## src/rtl/frame_buf_ctrl.sv

```systemverilog
// frame_buf_ctrl: copies the game-state snapshot word by word into the back
// bank of a double-buffered snapshot RAM during vsync, then swaps banks.
// Optional statistics counters (frame_cnt, drop_cnt) are built only when the
// macro FRAME_STATS_EN is defined; otherwise both outputs are tied to zero.
module frame_buf_ctrl #(
   parameter int unsigned NUM_ENTRIES   = 51,
   parameter int unsigned ADDR_W        = 6,
   parameter int unsigned SETTLE_CYCLES = 8,
   parameter int unsigned CNT_W         = 8
) (
   input  logic              clk,
   input  logic              rst_n_debounced,
   input  logic              game_tick,
   input  logic              vs,
   input  logic              freeze,
   output logic              snap_we,
   output logic [ADDR_W-1:0] snap_addr,
   output logic              wr_bank,
   output logic              rd_bank,
   output logic              busy,
   output logic              abort_pulse,
   output logic [CNT_W-1:0]  frame_cnt,
   output logic [CNT_W-1:0]  drop_cnt
);

   localparam int unsigned SET_W = $clog2(SETTLE_CYCLES + 1);
   localparam logic [SET_W-1:0]  SETTLE_LOAD = SET_W'(SETTLE_CYCLES);
   localparam logic [ADDR_W-1:0] LAST_ADDR   = ADDR_W'(NUM_ENTRIES - 1);

   typedef enum logic [2:0] {IDLE, SETTLE, ARMED, COPY, SWAP} state_t;

   state_t            state, state_nxt;
   logic [SET_W-1:0]  settle_cnt, cnt_nxt;
   logic [ADDR_W-1:0] addr_nxt;
   logic              rd_nxt;
   logic              drop_inc, frame_inc;

   logic [1:0] tick_s, vs_s;
   logic       tick_d, vs_d;
   logic       tick_rise, vs_fall;
   logic       vs_low;

   // Two-stage synchronizers plus registered edge detectors for the async inputs
   always_ff @(posedge clk or negedge rst_n_debounced) begin
      if (!rst_n_debounced) begin
         tick_s    <= '0;
         tick_d    <= 1'b0;
         tick_rise <= 1'b0;
         vs_s      <= '1;
         vs_d      <= 1'b1;
         vs_fall   <= 1'b0;
      end else begin
         tick_s    <= {tick_s[0], game_tick};
         tick_d    <= tick_s[1];
         tick_rise <= tick_s[1] & ~tick_d;
         vs_s      <= {vs_s[0], vs};
         vs_d      <= vs_s[1];
         vs_fall   <= vs_d & ~vs_s[1];
      end
   end

   // vs_d is the level aligned with the registered vs_fall pulse
   assign vs_low  = ~vs_d;
   assign wr_bank = ~rd_bank;
   assign busy    = (state == SETTLE) || (state == ARMED) || (state == COPY);

   // State, settle counter, copy address and read-bank registers
   always_ff @(posedge clk or negedge rst_n_debounced) begin
      if (!rst_n_debounced) begin
         state      <= IDLE;
         settle_cnt <= '0;
         snap_addr  <= '0;
         rd_bank    <= 1'b0;
      end else begin
         state      <= state_nxt;
         settle_cnt <= cnt_nxt;
         snap_addr  <= addr_nxt;
         rd_bank    <= rd_nxt;
      end
   end

   // Next-state logic, write strobe, abort pulse and statistics events
   always_comb begin
      state_nxt   = state;
      cnt_nxt     = settle_cnt;
      addr_nxt    = snap_addr;
      rd_nxt      = rd_bank;
      drop_inc    = 1'b0;
      frame_inc   = 1'b0;
      snap_we     = 1'b0;
      abort_pulse = 1'b0;
      case (state)
         IDLE: begin
            if (tick_rise && !freeze) begin
               state_nxt = SETTLE;
               cnt_nxt   = SETTLE_LOAD;
            end
         end
         SETTLE: begin
            if (freeze) begin
               state_nxt = IDLE;
            end else if (tick_rise) begin
               cnt_nxt  = SETTLE_LOAD;
               drop_inc = 1'b1;
            end else if (settle_cnt <= SET_W'(1)) begin
               cnt_nxt   = '0;
               state_nxt = ARMED;
            end else begin
               cnt_nxt = settle_cnt - SET_W'(1);
            end
         end
         ARMED: begin
            if (freeze) begin
               state_nxt = IDLE;
            end else if (vs_fall) begin
               state_nxt = COPY;
               addr_nxt  = '0;
               drop_inc  = tick_rise;
            end else if (tick_rise) begin
               state_nxt = SETTLE;
               cnt_nxt   = SETTLE_LOAD;
               drop_inc  = 1'b1;
            end
         end
         COPY: begin
            if (!vs_low) begin
               abort_pulse = 1'b1;
               drop_inc    = 1'b1;
               addr_nxt    = '0;
               state_nxt   = ARMED;
            end else begin
               snap_we = 1'b1;
               if (snap_addr == LAST_ADDR) state_nxt = SWAP;
               else                        addr_nxt  = snap_addr + ADDR_W'(1);
            end
         end
         SWAP: begin
            rd_nxt    = ~rd_bank;
            frame_inc = 1'b1;
            addr_nxt  = '0;
            state_nxt = IDLE;
         end
         default: state_nxt = IDLE;
      endcase
   end

`ifdef FRAME_STATS_EN
   logic [CNT_W-1:0] frame_q, drop_q;

   // Completed-swap counter wraps; dropped-update counter saturates
   always_ff @(posedge clk or negedge rst_n_debounced) begin
      if (!rst_n_debounced) begin
         frame_q <= '0;
         drop_q  <= '0;
      end else begin
         if (frame_inc) frame_q <= frame_q + CNT_W'(1);
         if (drop_inc && (drop_q != '1)) drop_q <= drop_q + CNT_W'(1);
      end
   end

   assign frame_cnt = frame_q;
   assign drop_cnt  = drop_q;
`else
   logic unused_stats;
   assign unused_stats = drop_inc ^ frame_inc;
   assign frame_cnt    = '0;
   assign drop_cnt     = '0;
`endif

endmodule

```

## config.mk

```make
export PLATFORM = sky130hd
export DESIGN_NAME = frame_buf_ctrl
export DESIGN_NICKNAME = d
export VERILOG_FILES = /design/src/rtl/frame_buf_ctrl.sv
export SDC_FILE = /design/constraint.sdc
export NUM_CORES = 1
export LEC_CHECK = 0
export CELL_PAD_IN_SITES_DETAIL_PLACEMENT = 1
export CELL_PAD_IN_SITES_GLOBAL_PLACEMENT = 1
export CORE_ASPECT_RATIO = 1.1
export CORE_UTILIZATION = 39
export DETAILED_ROUTE_END_ITERATION = 10
export PLACE_DENSITY = 0.95
export SLEW_MARGIN = 40
export SYNTH_ARGS = -nofsm -noshare
export SYNTH_HDL_FRONTEND = slang
export SYNTH_SLANG_ARGS = --single-unit
```

## constraint.sdc

```tcl
create_clock -name clk -period 4.5 [get_ports clk]
set_input_delay 0.9 -clock clk [delete_from_list [all_inputs] [get_ports clk]]
set_output_delay 0.9 -clock clk [all_outputs]
set_load 0.005 [all_outputs]
```

==> qor.txt, run 1 <==
First-pass DRT Iterations - 4
Mean post-synth cell area - 9.73 sq um
Die ar. - 0.00335 sq mm
Rel. slew slack - 62.5%
NumNets Final - 150
Crit. End Element - output port
#FFs+latches synth - 22
Die Y - 60.6 microns
Synth Cell Area - 0.00122 sq mm
Initial core utilization - 42.6%
Reg2Reg Depth - 6
Post-synth top area share - 39.1%
Worst path required time - 3.60 ns
N_diodes - 0
Worst hold margin - 0.375 ns
Max incr delay on CP - 0.57 ns
Worst Skew - 0.00377 ns
Initial antenna violation count - 0
H-tree Lvls - 1
Worst r2r src - snap_addr[0]
Crit-path leading delay family - buffers and inverters
Tot GR Track Use - 17.3%
Hold Path End - vs_d
Sequential share of power - 45.5%
DRC errors left - 0
Crit-path slowest cell - dfrtp_1
Max_cap viols - 0
Setup TNS - 0 ns
Area growth, synth to finish - 11.5%
Cts bufs inserted - 3
First DRT Iteration DRCs - 32
PD cells - 553 mW/mm^2
CP Buf/Inv Count - 2
Max FO, Critical Path - 13
Share of power burned in the clock network - 14.9%
Vias per cell - 5.31
Synth warnings - 0
Capturing point of the worst reg2reg path - state[1]
Critical path arrival - 1.90 ns
Register area share after synthesis - 45.6%
Final HPWL DP - 1840 microns
Row count - 20
Vias in the first global route - 914
Setup Fix Bufs, Post-CTS - 0
Biggest area consumer among synthesized cells - dfrtp_1
Remaining Overflow, GRT - 0
Avg WL per Cell - 14.6 microns
Core area - 0.00285 sq mm
Startpoint types - register
CP Cell Sequence - nand4bb_1 > inv_1 > clkdlybuf4s50_1
Cell variety after synth - 39
Gate power share - 39.6%
Crit path kind - reg2out
Reg2Reg Setup Slack - 2.69 ns
Drt total wl - 2530 microns
Post-CTS sizing - 0
Final min period - 2.80 ns
Via count of the routed design - 919
Hold Vio Cnt, Final - 0
Worst slew pin tran - 0.556 ns
Max Freq - 357 MHz
Clock Sinks - 22
Beginning of the worst hold path - vs_s[1]
Unrepaired setup endpoints after global routing - false
Hold Path Cell Cnt - 0
Commonest cells after routing, fill and taps aside - 19 x dfrtp_1, 16 x conb_1, 14 x clkdlybuf4s50_1, 10 x o21ai_0, 8 x inv_1
# fillers - 347
Peak supply drop - 0.253 mV
Internal power - 464 uW
Synth top area cells - dfrtp_1 39%, buf_4 9.9%, dfstp_2 6.5%, ha_1 4.1%, o21ai_0 4.1%
CTS tree - done
Clock root cell - clkbuf_4
Final Cycle Share - 62.2%
Outcome - finished clean
Layout cell share with drive strength beyond 1 - 11.4%
P_leak - 0.593 nW
Clock transition at the registers of the reported paths - 0.12 ns
Largest net degree at the start of global routing - 23
CTS Buffer Depth - 2
Sw Share - 38.3%
Clock latency on the worst-skew pair - 0.32 ns
Max-slew violation count - 0
# hold bufs at CTS - 0
PortBufs - 15
Antenna-violating nets left - 0
Global-route wire length before repair - 4310 microns
Number of setup violations in the final report - 0
Most common cell after layout, fill and taps aside - dfrtp_1
Die W - 55.2 microns
Net Switching - 287 uW
Post-Syn Instances - 125
GPL Wtd Cong - 0.820
Top Ports - 32
Hold Path Class - reg2reg
Cell count along the critical path - 3
-- flip-flops by register name, summed over array words and instances (netlist names) --
signal and count:
tick_s 2, snap_addr 6, vs_d 1, settle_cnt 4
vs_s 2, rd_bank 1, tick_d 1, state 3
vs_fall 1, tick_rise 1
-- through the flow --
step / utilization, % / instance area, sq um / std cells / power [mW] / setup slack, ns
global placement: 46.4 / 1330 / 169 / 0.616 / 2.09
CTS: 47.5 / 1360 / 173 / 0.760 / 1.66
detailed placement: 46.3 / 1320 / 169 / 0.643 / 2.01
floorplan: - / 1270 / 140 / 0.520 / 2.63
global route: 47.5 / 1360 / 173 / 0.813 / 1.54
finish: 47.5 / 1360 / 173 / 0.751 / 1.70
-- routing by layer --
| layer | wire (microns) | track usage, % | part of all wire, % | up-vias |
|---|---|---|---|---|
| li1 | - | - | - | 436 |
| met5 | 0 | 0 | 0 | - |
| met3 | 85 | 2.99 | 3.4 | 6 |
| met2 | 1270 | 29.8 | 50 | 24 |
| met1 | 1090 | 20.5 | 43 | 453 |
| met4 | 78 | 11.8 | 3.1 | 0 |
-- cells in the mapped netlist --
master / instances
ha_1: 4
xor2_1: 1
nand3b_1: 1
nor4_1: 1
or3_4: 1
a211oi_1: 1
nor4b_1: 1
o21ai_1: 1
nand2_1: 7
and2b_2: 1
and4b_2: 1
dfstp_2: 3
a31oi_1: 2
nand3_1: 4
o21ai_2: 2
a22oi_1: 1
o21a_1: 1
buf_6: 1
o41ai_1: 3
nor2_1: 7
nor2b_1: 4
nand4bb_1: 1
nor3_1: 4
buf_4: 16
o21ba_2: 1
or4b_2: 1
nand2b_1: 1
o22ai_1: 2
clkbuf_1: 2
inv_1: 8
o211ai_1: 1
and3_1: 1
nand4b_1: 1
dfrtp_1: 19
a21oi_1: 6
o21ai_0: 10
conb_1: 1
xnor2_1: 1
or4b_4: 1
-- how the worst max path moves through the flow --
stage	slack [ns]	from	to
after global placement	2.09	freeze	state[1]
after CTS	1.66	state[0]	snap_we
after floorplan	2.63	freeze	state[1]
final	1.70	state[0]	snap_we
after global routing	1.54	state[0]	snap_we
after detailed placement	2.01	freeze	state[1]
-- power by group through the flow --
stage	Combinational (mW)	Clock [mW]	Sequential (mW)
finish	0.297	0.112	0.341
global route	0.334	0.124	0.355
CTS	0.302	0.117	0.341
detailed placement	0.300	0	0.344
global placement	0.280	0	0.336
floorplan	0.206	0	0.313
-- cell families after synthesis --
family / share of synthesized area [%]
AOI/OAI and AO/OA: 15.9
xor gates and xnor gates: 1.44
adders and majority gates: 4.12
buffers and inverters: 13.9
DFF: 45.6
other: 0.308
and+or+nand+nor: 18.7
-- layout make-up --
type / instances / area (sq um) / share of cell area (%)
Sequential cell: 22 / 554 / 40.9
Multi-Input combinational cell: 91 / 549 / 40.5
Timing Repair Buffer: 15 / 145 / 10.7
Tap cell: 33 / 41.3 / 3.04
Clock buffer: 4 / 36.3 / 2.68
Inverter: 8 / 30.0 / 2.21
(Power assumes the default switching activity.)
==> inputs of run 2 (changes only) <==
- CORE_UTILIZATION: 39 -> 36
- PLACE_DENSITY: 0.95 -> 0.91
- clock period: 4.5 -> 2.65 ns (I/O delays scaled with it)
==> run 2 against run 1 <==
The flow now finishes with violations (DRC). Sequential cell count is the same. Sequential power rose by 70%. Clock power is 120% higher. Sequential share of layout area down 0.89 points. Design area grew 2.2%. Largest power group unchanged. Hold slack worse by 0.0097 ns. Clock-buffer cell count shrank 1. Via count increased by 2.2%. Combinational power rose by 76%.
==> qor.txt, run 2 (synthesized netlist as in run 1, its figures left out) <==
Failing checks - DRC
Crit path kind - reg2out (unchanged)
Max incr delay on CP - 0.54 ns (was 0.57 ns)
P_leak - 0.605 nW (was 0.593 nW)
Max-slew violation count - 0 (unchanged)
Final HPWL DP - 1980 microns (was 1840 microns)
Number of setup violations in the final report - 0 (unchanged)
CP Cell Sequence - nand4bb_1 > inv_1 > clkdlybuf4s50_1 (unchanged)
NumNets Final - 151 (was 150)
Reg2Reg Setup Slack - 0.79 ns (was 2.69 ns)
Peak supply drop - 0.421 mV (was 0.253 mV)
Die Y - 63.0 microns (was 60.6 microns)
# fillers - 359 (was 347)
Critical path arrival - 1.94 ns (was 1.90 ns)
Clock root cell - clkbuf_4 (unchanged)
Setup TNS - 0 ns (unchanged)
Setup Fix Bufs, Post-CTS - 0 (unchanged)
N_diodes - 0 (unchanged)
Layout cell share with drive strength beyond 1 - 11.3% (was 11.4%)
Rel. slew slack - 52.8% (was 62.5%)
Antenna-violating nets left - 0 (unchanged)
First-pass DRT Iterations - 7 (was 4)
Crit-path slowest cell - clkdlybuf4s50_1 (was dfrtp_1)
CTS Buffer Depth - 2 (unchanged)
Row count - 21 (was 20)
Remaining Overflow, GRT - 0 (unchanged)
Placed cell areas - 0.00133 sq mm (was 0.00132 sq mm)
Post-CTS sizing - 0 (unchanged)
Reg with most FFs - snap_addr (unchanged)
Clock transition at the registers of the reported paths - 0.12 ns (about the same)
Worst Skew - 0.00135 ns (was 0.00377 ns)
Core area - 0.00313 sq mm (was 0.00285 sq mm)
Final instance area - 0.00139 sq mm (was 0.00136 sq mm)
Largest register FFs - 6 (unchanged)
Via count of the routed design - 939 (was 919)
Top Ports - 32 (unchanged)
Initial antenna violation count - 0 (unchanged)
Worst path required time - 2.12 ns (was 3.60 ns)
Vias in the first global route - 938 (was 914)
Final Cycle Share - 93.1%
Die W - 57.4 microns (was 55.2 microns)
Commonest cells after routing, fill and taps aside - 19 x dfrtp_1, 16 x conb_1, 15 x clkdlybuf4s50_1, 10 x o21ai_0, 8 x inv_1 (was 19 x dfrtp_1, 16 x conb_1, 14 x clkdlybuf4s50_1, 10 x o21ai_0, 8 x inv_1)
PD cells - 974 mW/mm^2 (was 553 mW/mm^2)
Clock latency on the worst-skew pair - 0.30 ns (was 0.32 ns)
Cts bufs inserted - 3 (unchanged)
# hold bufs at CTS - 0 (unchanged)
Final min period - 2.47 ns
Unrepaired setup endpoints after global routing - false (unchanged)
Global-route wire length before repair - 4490 microns (was 4310 microns)
Initial core utilization - 38.9% (was 42.6%)
PortBufs - 15 (unchanged)
Crit-path leading delay family - buffers and inverters (unchanged)
Clock Sinks - 22 (unchanged)
Drt total wl - 2620 microns (was 2530 microns)
Hold Vio Cnt, Final - 0 (unchanged)
CTS tree - done (unchanged)
Post-layout utilization of the core - 44.3% (was 47.5%)
GPL Wtd Cong - 0.805 (was 0.820)
Max FO, Critical Path - 11 (was 13)
CP Buf/Inv Count - 2 (unchanged)
Max Freq - 405 MHz
Avg WL per Cell - 15.0 microns (was 14.6 microns)
Most common cell after layout, fill and taps aside - dfrtp_1 (unchanged)
DRC errors left - 2 (was 0)
Top flop regs - snap_addr (6), settle_cnt (4), state (3) (unchanged)
Outcome - complete, but fails checks (was finished clean)
Worst slew pin tran - 0.700 ns (was 0.556 ns)
Hold Path Class - reg2reg (unchanged)
Tot GR Track Use - 16.2% (was 17.3%)
Largest net degree at the start of global routing - 23 (unchanged)
Crit. End Element - output port (unchanged)
Max_cap viols - 0 (unchanged)
Tot Pwr - 1.35 mW (was 751 uW)
Die ar. - 0.00361 sq mm (was 0.00335 sq mm)
H-tree Lvls - 1 (unchanged)
Vias per cell - 5.37 (was 5.31)
Area growth, synth to finish - 14.0% (was 11.5%)
Startpoint types - register (unchanged)
First DRT Iteration DRCs - 22 (was 32)
run 2: cell types whose count changed in the layout (fill, tap and decap cells not counted), sizes merged:
cell           delta
clkdlybuf4s50     +1
bufinv            +1
clkbuf            -1
run 2: metrics by stage:
step	instances	setup slack (ns)	hold WS, ns
floorplan	140	1.10	0.234
global placement	171	0.592	0.345
detailed placement	171	0.450	0.338
CTS	175	0.182	0.368
global route	175	0.0760	0.373
finish	175	0.183	0.366
run 2: report_power, final:
group | leakage [nW] | switching [mW] | internal, mW | total (mW)
clock | 0.0279 | 0.0977 | 0.153 | 0.251
combinational | 0.302 | 0.246 | 0.276 | 0.522
sequential | 0.275 | 0.149 | 0.430 | 0.578
total | 0.605 | 0.492 | 0.858 | 1.35
run 2: area by class of cell:
type,instances,area (sq um),area share (%)
repair buffers,16,158,11.4
flip-flops and latches,22,554,40.0
inverters,8,30.0,2.17
well taps,34,42.5,3.07
clock inverters,1,30.0,2.17
clock buffers,3,22.5,1.62
multi-input cells,91,549,39.6
run 2: routing by layer:
layer  global-route usage [%]  wire [microns]
met4                     6.71              51
met2                     30.4            1480
met3                     2.07              75
met1                     17.7            1010
met5                        0               0
run 2: final timing paths:
check                                 from           end  cells after the start
setup / recovery                  state[2]       snap_we                      3
hold / removal                     vs_s[0]       vs_s[1]                      0
setup reg to reg              snap_addr[0]      state[1]                      6
hold reg to reg                    vs_s[0]       vs_s[1]                      0
max in group asynchronous  rst_n_debounced          vs_d                      2
min in group asynchronous  rst_n_debounced  snap_addr[1]                      2
